[src/rtl/dma_pkg.sv]
// Shared types and AXI constants for the DMA burst writer.
package dma_pkg;

  typedef enum logic [2:0] {
    ST_IDLE,
    ST_FILL,
    ST_ADDR,
    ST_DATA,
    ST_RESP,
    ST_DONE
  } dma_state_t;

  localparam logic [1:0] AXI_BURST_INCR = 2'b01;
  localparam logic [1:0] AXI_RESP_OKAY  = 2'b00;

  function automatic logic [2:0] axi_size(input int data_width);
    return 3'($clog2(data_width / 8));
  endfunction

endpackage

[src/rtl/dma_burst_writer_fifo.sv]
// First-word-fall-through FIFO with registered count/full; flush empties it.
module sync_fifo #(
  parameter int DATA_WIDTH = 64,
  parameter int FIFO_DEPTH = 64,
  localparam int PW = $clog2(FIFO_DEPTH),
  localparam int CW = PW + 1
) (
  input  logic                  clk,
  input  logic                  rst,
  input  logic                  flush,
  input  logic                  push,
  input  logic [DATA_WIDTH-1:0] din,
  input  logic                  pop,
  output logic [DATA_WIDTH-1:0] dout,
  output logic [CW-1:0]         count,
  output logic                  full
);

  logic [DATA_WIDTH-1:0] mem [FIFO_DEPTH];
  logic [PW-1:0]         wr_ptr, rd_ptr;
  logic                  wr_en, rd_en;
  logic [CW-1:0]         count_nxt;

  assign wr_en     = push && !full;
  assign rd_en     = pop && (count != '0);
  assign count_nxt = count + CW'(wr_en) - CW'(rd_en);
  assign dout      = mem[rd_ptr];

  always_ff @(posedge clk) begin
    if (rst || flush) begin
      wr_ptr <= '0;
      rd_ptr <= '0;
      count  <= '0;
      full   <= 1'b0;
    end else begin
      if (wr_en) wr_ptr <= wr_ptr + 1'b1;
      if (rd_en) rd_ptr <= rd_ptr + 1'b1;
      count <= count_nxt;
      full  <= (count_nxt == CW'(FIFO_DEPTH));
    end
  end

  always_ff @(posedge clk) begin
    if (wr_en) mem[wr_ptr] <= din;
  end

endmodule

[src/rtl/dma_burst_writer.sv]
// AXI3 write master: buffers a stream and drains it as fixed INCR bursts.
// Ring-buffer capture is compiled in with DMA_RING_EN.
module dma_burst_writer
  import dma_pkg::*;
#(
  parameter int DATA_WIDTH = 64,
  parameter int ADDR_WIDTH = 32,
  parameter int BURST_LEN  = 16,
  parameter int FIFO_DEPTH = 64,
  parameter int LEN_WIDTH  = 20
) (
  input  logic                    aclk,
  input  logic                    rst_i,
  input  logic                    start_i,
  input  logic                    stop_i,
  input  logic [ADDR_WIDTH-1:0]   base_addr_i,
  input  logic [LEN_WIDTH-1:0]    len_beats_i,
  input  logic                    ring_i,
  input  logic [DATA_WIDTH-1:0]   s_data_i,
  input  logic                    s_valid_i,
  output logic                    s_ready_o,
  output logic [ADDR_WIDTH-1:0]   m_axi_awaddr,
  output logic                    m_axi_awvalid,
  output logic [3:0]              m_axi_awlen,
  output logic [2:0]              m_axi_awsize,
  output logic [1:0]              m_axi_awburst,
  input  logic                    m_axi_awready,
  output logic [DATA_WIDTH-1:0]   m_axi_wdata,
  output logic [DATA_WIDTH/8-1:0] m_axi_wstrb,
  output logic                    m_axi_wlast,
  output logic                    m_axi_wvalid,
  input  logic                    m_axi_wready,
  input  logic                    m_axi_bvalid,
  input  logic [1:0]              m_axi_bresp,
  output logic                    m_axi_bready,
  output logic                    busy_o,
  output logic                    done_o,
  output logic                    err_o,
  output logic [LEN_WIDTH-1:0]    beats_written_o,
  output logic [15:0]             wrap_cnt_o
);

  localparam int CW          = $clog2(FIFO_DEPTH) + 1;
  localparam int BURST_BYTES = BURST_LEN * (DATA_WIDTH / 8);
  localparam int ALIGN_BITS  = $clog2(BURST_BYTES);
  localparam logic [ADDR_WIDTH-1:0] ALIGN_MASK =
    ~((ADDR_WIDTH'(1) << ALIGN_BITS) - ADDR_WIDTH'(1));
  localparam logic [ADDR_WIDTH-1:0] ADDR_STEP   = ADDR_WIDTH'(BURST_BYTES);
  localparam logic [LEN_WIDTH-1:0]  BURST_BEATS = LEN_WIDTH'(BURST_LEN);

  dma_state_t            state, state_nxt;
  logic [ADDR_WIDTH-1:0] base_q, ptr_q;
  logic [LEN_WIDTH-1:0]  bursts_left, len_bursts, reload_len;
  logic [3:0]            beat_cnt;
  logic                  stop_pend, stop_seen, ring_wrap, last_burst;
  logic                  start_ok, w_hs, resp_hs;
  logic [DATA_WIDTH-1:0] fifo_dout;
  logic [CW-1:0]         fifo_count;
  logic                  fifo_full;

  assign len_bursts = len_beats_i / BURST_BEATS;
  assign start_ok   = start_i && (state == ST_IDLE || state == ST_DONE);
  assign stop_seen  = stop_pend || stop_i;
  assign last_burst = (bursts_left == LEN_WIDTH'(1));
  assign w_hs       = m_axi_wvalid && m_axi_wready;
  assign resp_hs    = (state == ST_RESP) && m_axi_bvalid;

  assign busy_o        = (state != ST_IDLE) && (state != ST_DONE);
  assign done_o        = (state == ST_DONE);
  assign s_ready_o     = busy_o && !fifo_full;
  assign m_axi_awvalid = (state == ST_ADDR);
  assign m_axi_awaddr  = ptr_q;
  assign m_axi_awlen   = 4'(BURST_LEN - 1);
  assign m_axi_awsize  = axi_size(DATA_WIDTH);
  assign m_axi_awburst = AXI_BURST_INCR;
  assign m_axi_wvalid  = (state == ST_DATA);
  assign m_axi_wdata   = m_axi_wvalid ? fifo_dout : '0;
  assign m_axi_wstrb   = '1;
  assign m_axi_wlast   = m_axi_wvalid && (beat_cnt == 4'(BURST_LEN - 1));
  assign m_axi_bready  = (state == ST_RESP);

  sync_fifo #(.DATA_WIDTH(DATA_WIDTH), .FIFO_DEPTH(FIFO_DEPTH)) u_fifo (
    .clk   (aclk),
    .rst   (rst_i),
    .flush (start_ok),
    .push  (s_valid_i && s_ready_o),
    .din   (s_data_i),
    .pop   (w_hs),
    .dout  (fifo_dout),
    .count (fifo_count),
    .full  (fifo_full)
  );

  always_comb begin
    state_nxt = state;
    case (state)
      ST_IDLE, ST_DONE: if (start_i) state_nxt = (len_bursts == '0) ? ST_DONE : ST_FILL;
      // A burst is only announced once every beat of it sits in the FIFO.
      ST_FILL: begin
        if (stop_seen)                        state_nxt = ST_DONE;
        else if (fifo_count >= CW'(BURST_LEN)) state_nxt = ST_ADDR;
      end
      ST_ADDR: if (m_axi_awready) state_nxt = ST_DATA;
      ST_DATA: if (w_hs && m_axi_wlast) state_nxt = ST_RESP;
      ST_RESP: begin
        if (m_axi_bvalid) begin
          if (stop_seen || (last_burst && !ring_wrap)) state_nxt = ST_DONE;
          else                                         state_nxt = ST_FILL;
        end
      end
      default: state_nxt = ST_IDLE;
    endcase
  end

  always_ff @(posedge aclk) begin
    if (rst_i) begin
      state           <= ST_IDLE;
      base_q          <= '0;
      ptr_q           <= '0;
      bursts_left     <= '0;
      beat_cnt        <= '0;
      stop_pend       <= 1'b0;
      err_o           <= 1'b0;
      beats_written_o <= '0;
    end else begin
      state <= state_nxt;
      if (start_ok) begin
        base_q          <= base_addr_i & ALIGN_MASK;
        ptr_q           <= base_addr_i & ALIGN_MASK;
        bursts_left     <= len_bursts;
        beat_cnt        <= '0;
        stop_pend       <= stop_i;
        err_o           <= 1'b0;
        beats_written_o <= '0;
      end else begin
        if (busy_o && stop_i) stop_pend <= 1'b1;
        if (w_hs) begin
          beats_written_o <= beats_written_o + 1'b1;
          beat_cnt        <= m_axi_wlast ? 4'd0 : beat_cnt + 4'd1;
        end
        if (resp_hs) begin
          if (m_axi_bresp != AXI_RESP_OKAY) err_o <= 1'b1;
          if (last_burst && ring_wrap) begin
            ptr_q       <= base_q;
            bursts_left <= reload_len;
          end else begin
            ptr_q       <= ptr_q + ADDR_STEP;
            bursts_left <= bursts_left - 1'b1;
          end
        end
      end
    end
  end

`ifdef DMA_RING_EN
  logic                 ring_q;
  logic [LEN_WIDTH-1:0] bursts_total;
  logic [15:0]          wrap_q;

  always_ff @(posedge aclk) begin
    if (rst_i) begin
      ring_q       <= 1'b0;
      bursts_total <= '0;
      wrap_q       <= '0;
    end else if (start_ok) begin
      ring_q       <= ring_i;
      bursts_total <= len_bursts;
      wrap_q       <= '0;
    end else if (resp_hs && last_burst && ring_q && wrap_q != 16'hFFFF) begin
      wrap_q <= wrap_q + 16'd1;
    end
  end

  assign ring_wrap  = ring_q;
  assign reload_len = bursts_total;
  assign wrap_cnt_o = wrap_q;
`else
  logic unused_ring;
  assign unused_ring = ring_i;
  assign ring_wrap   = 1'b0;
  assign reload_len  = '0;
  assign wrap_cnt_o  = '0;
`endif

endmodule

[config.mk]
export PLATFORM = sky130hd
export DESIGN_NAME = dma_burst_writer
export DESIGN_NICKNAME = d
export VERILOG_FILES = /design/src/rtl/dma_pkg.sv /design/src/rtl/dma_burst_writer_fifo.sv /design/src/rtl/dma_burst_writer.sv
export SDC_FILE = /design/constraint.sdc
export NUM_CORES = 2
export LEC_CHECK = 0
export ABC_AREA = 1
export BUFFER_PORTS_ARGS = -buffer_cell sky130_fd_sc_hd__buf_2
export CORE_UTILIZATION = 31
export CTS_BUF_LIST = sky130_fd_sc_hd__clkbuf_4 sky130_fd_sc_hd__clkbuf_8
export DETAILED_ROUTE_END_ITERATION = 8
export HOLD_SLACK_MARGIN = 0.06
export MAX_ROUTING_LAYER = met4
export PLACE_DENSITY = 0.41
export SLEW_MARGIN = 20
export SYNTH_ARGS = -nofsm -noshare
export SYNTH_HDL_FRONTEND = slang
export SYNTH_SLANG_ARGS = --single-unit
export TNS_END_PERCENT = 20
[constraint.sdc]
create_clock -name aclk -period 12.6 [get_ports aclk]
set_input_delay 2.52 -clock aclk [delete_from_list [all_inputs] [get_ports aclk]]
set_output_delay 2.52 -clock aclk [all_outputs]
set_load 0.005 [all_outputs]
==> results.py <==
metrics = {
    "critical_path": {
        "path_class": "register to output pin",
        "r2r_end": "u_fifo.mem[26][14]",
        "crit_arrival_ns": 6.42,
        "cp-start-kind": "register",
        "end_kind": "output pin",
        "worstPathRequired_ns": 10.08,
        "worstPathMaxFanout": 147,
        "r2r_slack_ns": 7.14,
        "r2r_start": "state[1]",
        "ff2ff_path_depth": 10,
    },
    "cells_and_area": {
        "syn2layout_area_growth_pct": 13.6,
        "drive_gt1_frac": 0.120,
        "nets": 14800,
        "final_cell_area_um2": 193000,
    },
    "floorplan": {
        "rows": 271,
        "fp.coreArea_um2": 545000,
        "die_x_um": 742,
        "ioPinCount": 284,
        "die_area_um2": 551000,
        "initial_utilization": 0.312,
        "die_y_um": 742,
    },
    "min_path": {
        "min_delay_path_depth": 2,
        "hold_path_startpoint": "err_o",
        "hold_class": "register to register",
        "hold_end": "err_o",
    },
    "power": {
        "pwr-share-comb": 0.066,
        "clockPowerShare": 0.414,
        "p_switching_mw": 7.46,
        "p_leak_nw": 67.0,
        "switching_share": 0.249,
        "powerDensity_nw_per_um2": 155,
        "power.internal_mw": 22.5,
        "ir_drop_mv": 0.116,
        "seq_power_share": 0.520,
    },
    "sta": {
        "finalHoldViolCount": 0,
        "fin_tns_setup_ns": 0,
        "min_period_over_period": 0.710,
        "fmax_mhz": 112,
        "layout_min_cycle_time_ns": 8.94,
        "slew_viol_final": 0,
        "rsz0062_at_grt": "no",
        "setup_violations": 0,
        "relSlewSlack": 0.191,
        "worst_slew_pin_slew_ns": 1.21,
        "fin_skew_ns": 0.0975,
    },
    "synth": {
        "synth-edff-count": 4096,
        "yosysWarnings": 0,
        "ys_seq_area_frac": 0.736,
        "yosysTopAreaCell": "edfxtp_1",
        "ys_top_cells_by_area": "edfxtp_1 72%, nand3_1 11%, nand2_1 9.5%",
        "ys_async_sr_fraction": 0,
        "synth_top_area_frac": 0.724,
        "synthCells": 14300,
        "synth_area_um2": 170000,
        "synthFlopType": "edfxtp_1",
        "syn_avg_cell_area_um2": 11.9,
        "ys_ff_latch": 4196,
        "yosys.cell_types.count": 46,
    },
    "global_routing": {
        "grt_pass1_wl_um": 864000,
        "grt_pass1_vias": 110000,
        "grt_antenna_before_repair": 56,
        "overflow": 0,
        "track_usage": 0.224,
        "grt_max_degree": 174,
    },
    "place": {
        "io_buffers": 231,
        "gp_congestion": 0.787,
        "dp_hpwl_um": 316000,
        "dpl_cell_area_um2": 179000,
    },
    "clock_tree": {
        "htreeDepth": 6,
        "clockBufferDepth": 4,
        "clk_latency_ns": 1.27,
        "cts_tree": "yes",
        "clk_root_buffer_cell": "clkbuf_8",
        "cts_made_buffers": 739,
        "postCtsSetupBuffers": 0,
        "clkTransAtPathRegs_ns": 0.06,
        "cts_resized": 0,
        "holdBufCountCts": 0,
        "cts.sinks": 4196,
    },
    "outcome": {
        "status": "finished, final reports clean",
    },
    "drt": {
        "dr_wl_met2_um": 289000,
        "ant_nets": 0,
        "routed_via_density": 5.06,
        "dr.pass1.iters": 6,
        "drtIter0Drc": 10400,
        "detail_route.wirelength_um": 620000,
        "vias": 114000,
        "route.detailed.drc": 0,
        "wl_per_cell_um": 27.6,
        "top_layer": "met4",
        "wl_met3_um": 32900,
        "met1_length_um": 283000,
    },
    "flow_run": {
        "cap_viol_max_count": 0,
    },
}
[how the worst max path moves through the flow]
| stage | from | end | slack (ns) | cells past startpoint |
|---|---|---|---|---|
| after global placement | register | m_axi_wdata[59] | 5.02 | 12 |
| final | register | m_axi_wdata[59] | 3.66 | 12 |
| after global routing | register | m_axi_wdata[59] | 3.48 | 12 |
| after CTS | register | m_axi_wdata[59] | 3.67 | 12 |
| after detailed placement | register | m_axi_wdata[59] | 5.06 | 12 |
| after floorplan | s_valid_i | u_fifo.mem[63][0] | 4.95 | 2 |
[critical path: stages, from the launching register on]
cell	delay, ns
dfxtp_4	0.82
buf_12	0.56
buf_4	0.62
buf_4	0.65
nand2_1	0.10
nand3_1	0.11
nand3_1	0.09
nand3_1	0.16
nand3_1	0.15
nand3_1	0.29
nand2_1	0.10
nor2_1	0.87
buf_2	0.32
[synth_stat cells, drive strengths merged, types with 6 or more instances]
cell type	instances
xor2	21
nand2	4323
buf	652
nor3	20
nand4	23
nor2	494
nand3b	10
o211ai	6
clkbuf	310
dfxtp	100
nand3	3646
o21ai	169
a21oi	130
o22ai	66
or2	11
inv	123
a31oi	14
edfxtp	4096
ha	17
[layout by cell type (no fill, tap or decap), drive strengths merged, types with 3 or more instances in the layout]
cell      instances
a21oi           130
a31oi            14
buf             556
clkbuf         1079
clkinv          158
clkinvlp          7
conb             40
dfxtp           100
diode            56
edfxtp         4096
ha               17
inv             161
nand2          4323
nand3          3646
nand3b           10
nand4            23
nor2            494
nor3             20
nor3b             5
o211ai            6
o21ai           169
o221ai            3
o22ai            66
or2              11
xor2             21
[final cells by class]
cell class                 instances  area [um2]
fill                           54400      352000
sequential                      4196      125000
multi-input combinational       9010       40000
clock buffer                    1079       12800
tap                             7234        9050
timing repair buffer             556        4080
clock inverter                   204        1300
inverter                         123         518
antenna                           56         140
[sequential cells by signal, indices dropped and copies added, names as in the netlist, named ones only]
register	count
u_fifo.mem	4096
m_axi_awaddr	25
beats_written_o	20
bursts_left	20
u_fifo.count	7
u_fifo.rd_ptr	6
u_fifo.wr_ptr	6
beat_cnt	4
state	3
err_o	1
stop_pend	1
u_fifo.full	1
[logic make-up after synthesis]
logic type      after synthesis  share of synthesized area
fa+ha+maj                    18                    0.00137
buf+inv                    1085                     0.0325
xor+xnor                     23                    0.00119
flops                      4196                      0.736
compound gates              394                     0.0125
simple gates               8535                      0.217
other cells                   2                  0.0000442
[per-stage QoR]
stage          std cells  worst slack, ns  utilization  hold slack (ns)  power [mW]
5_1_grt            22400             3.48        0.354            0.486        31.1
2_1_floorplan      14300             4.95            -            0.422        17.0
4_1_cts            22400             3.67        0.353            0.453        30.3
3_5_place_dp       21100             5.06        0.327            0.443        17.9
3_3_place_gp       21100             5.02        0.327            0.441        17.9
6_report           22500             3.66        0.354            0.453        30.0
[power by group through the flow]
stage	registers (mW)	logic [mW]	clock network (mW)
finish	15.6	1.99	12.4
global route	15.6	2.20	13.3
CTS	15.6	2.01	12.7
detailed placement	15.9	2.00	0
global placement	15.9	2.00	0
floorplan	15.9	1.11	0
[routing by layer]
layer  global-route usage  up-vias
li1                     -    51500
met1                0.309    58000
met2                0.352     3252
met3               0.0293      864
met4               0.0563        0
met5                    -        -
(Power assumes the default switching activity.)
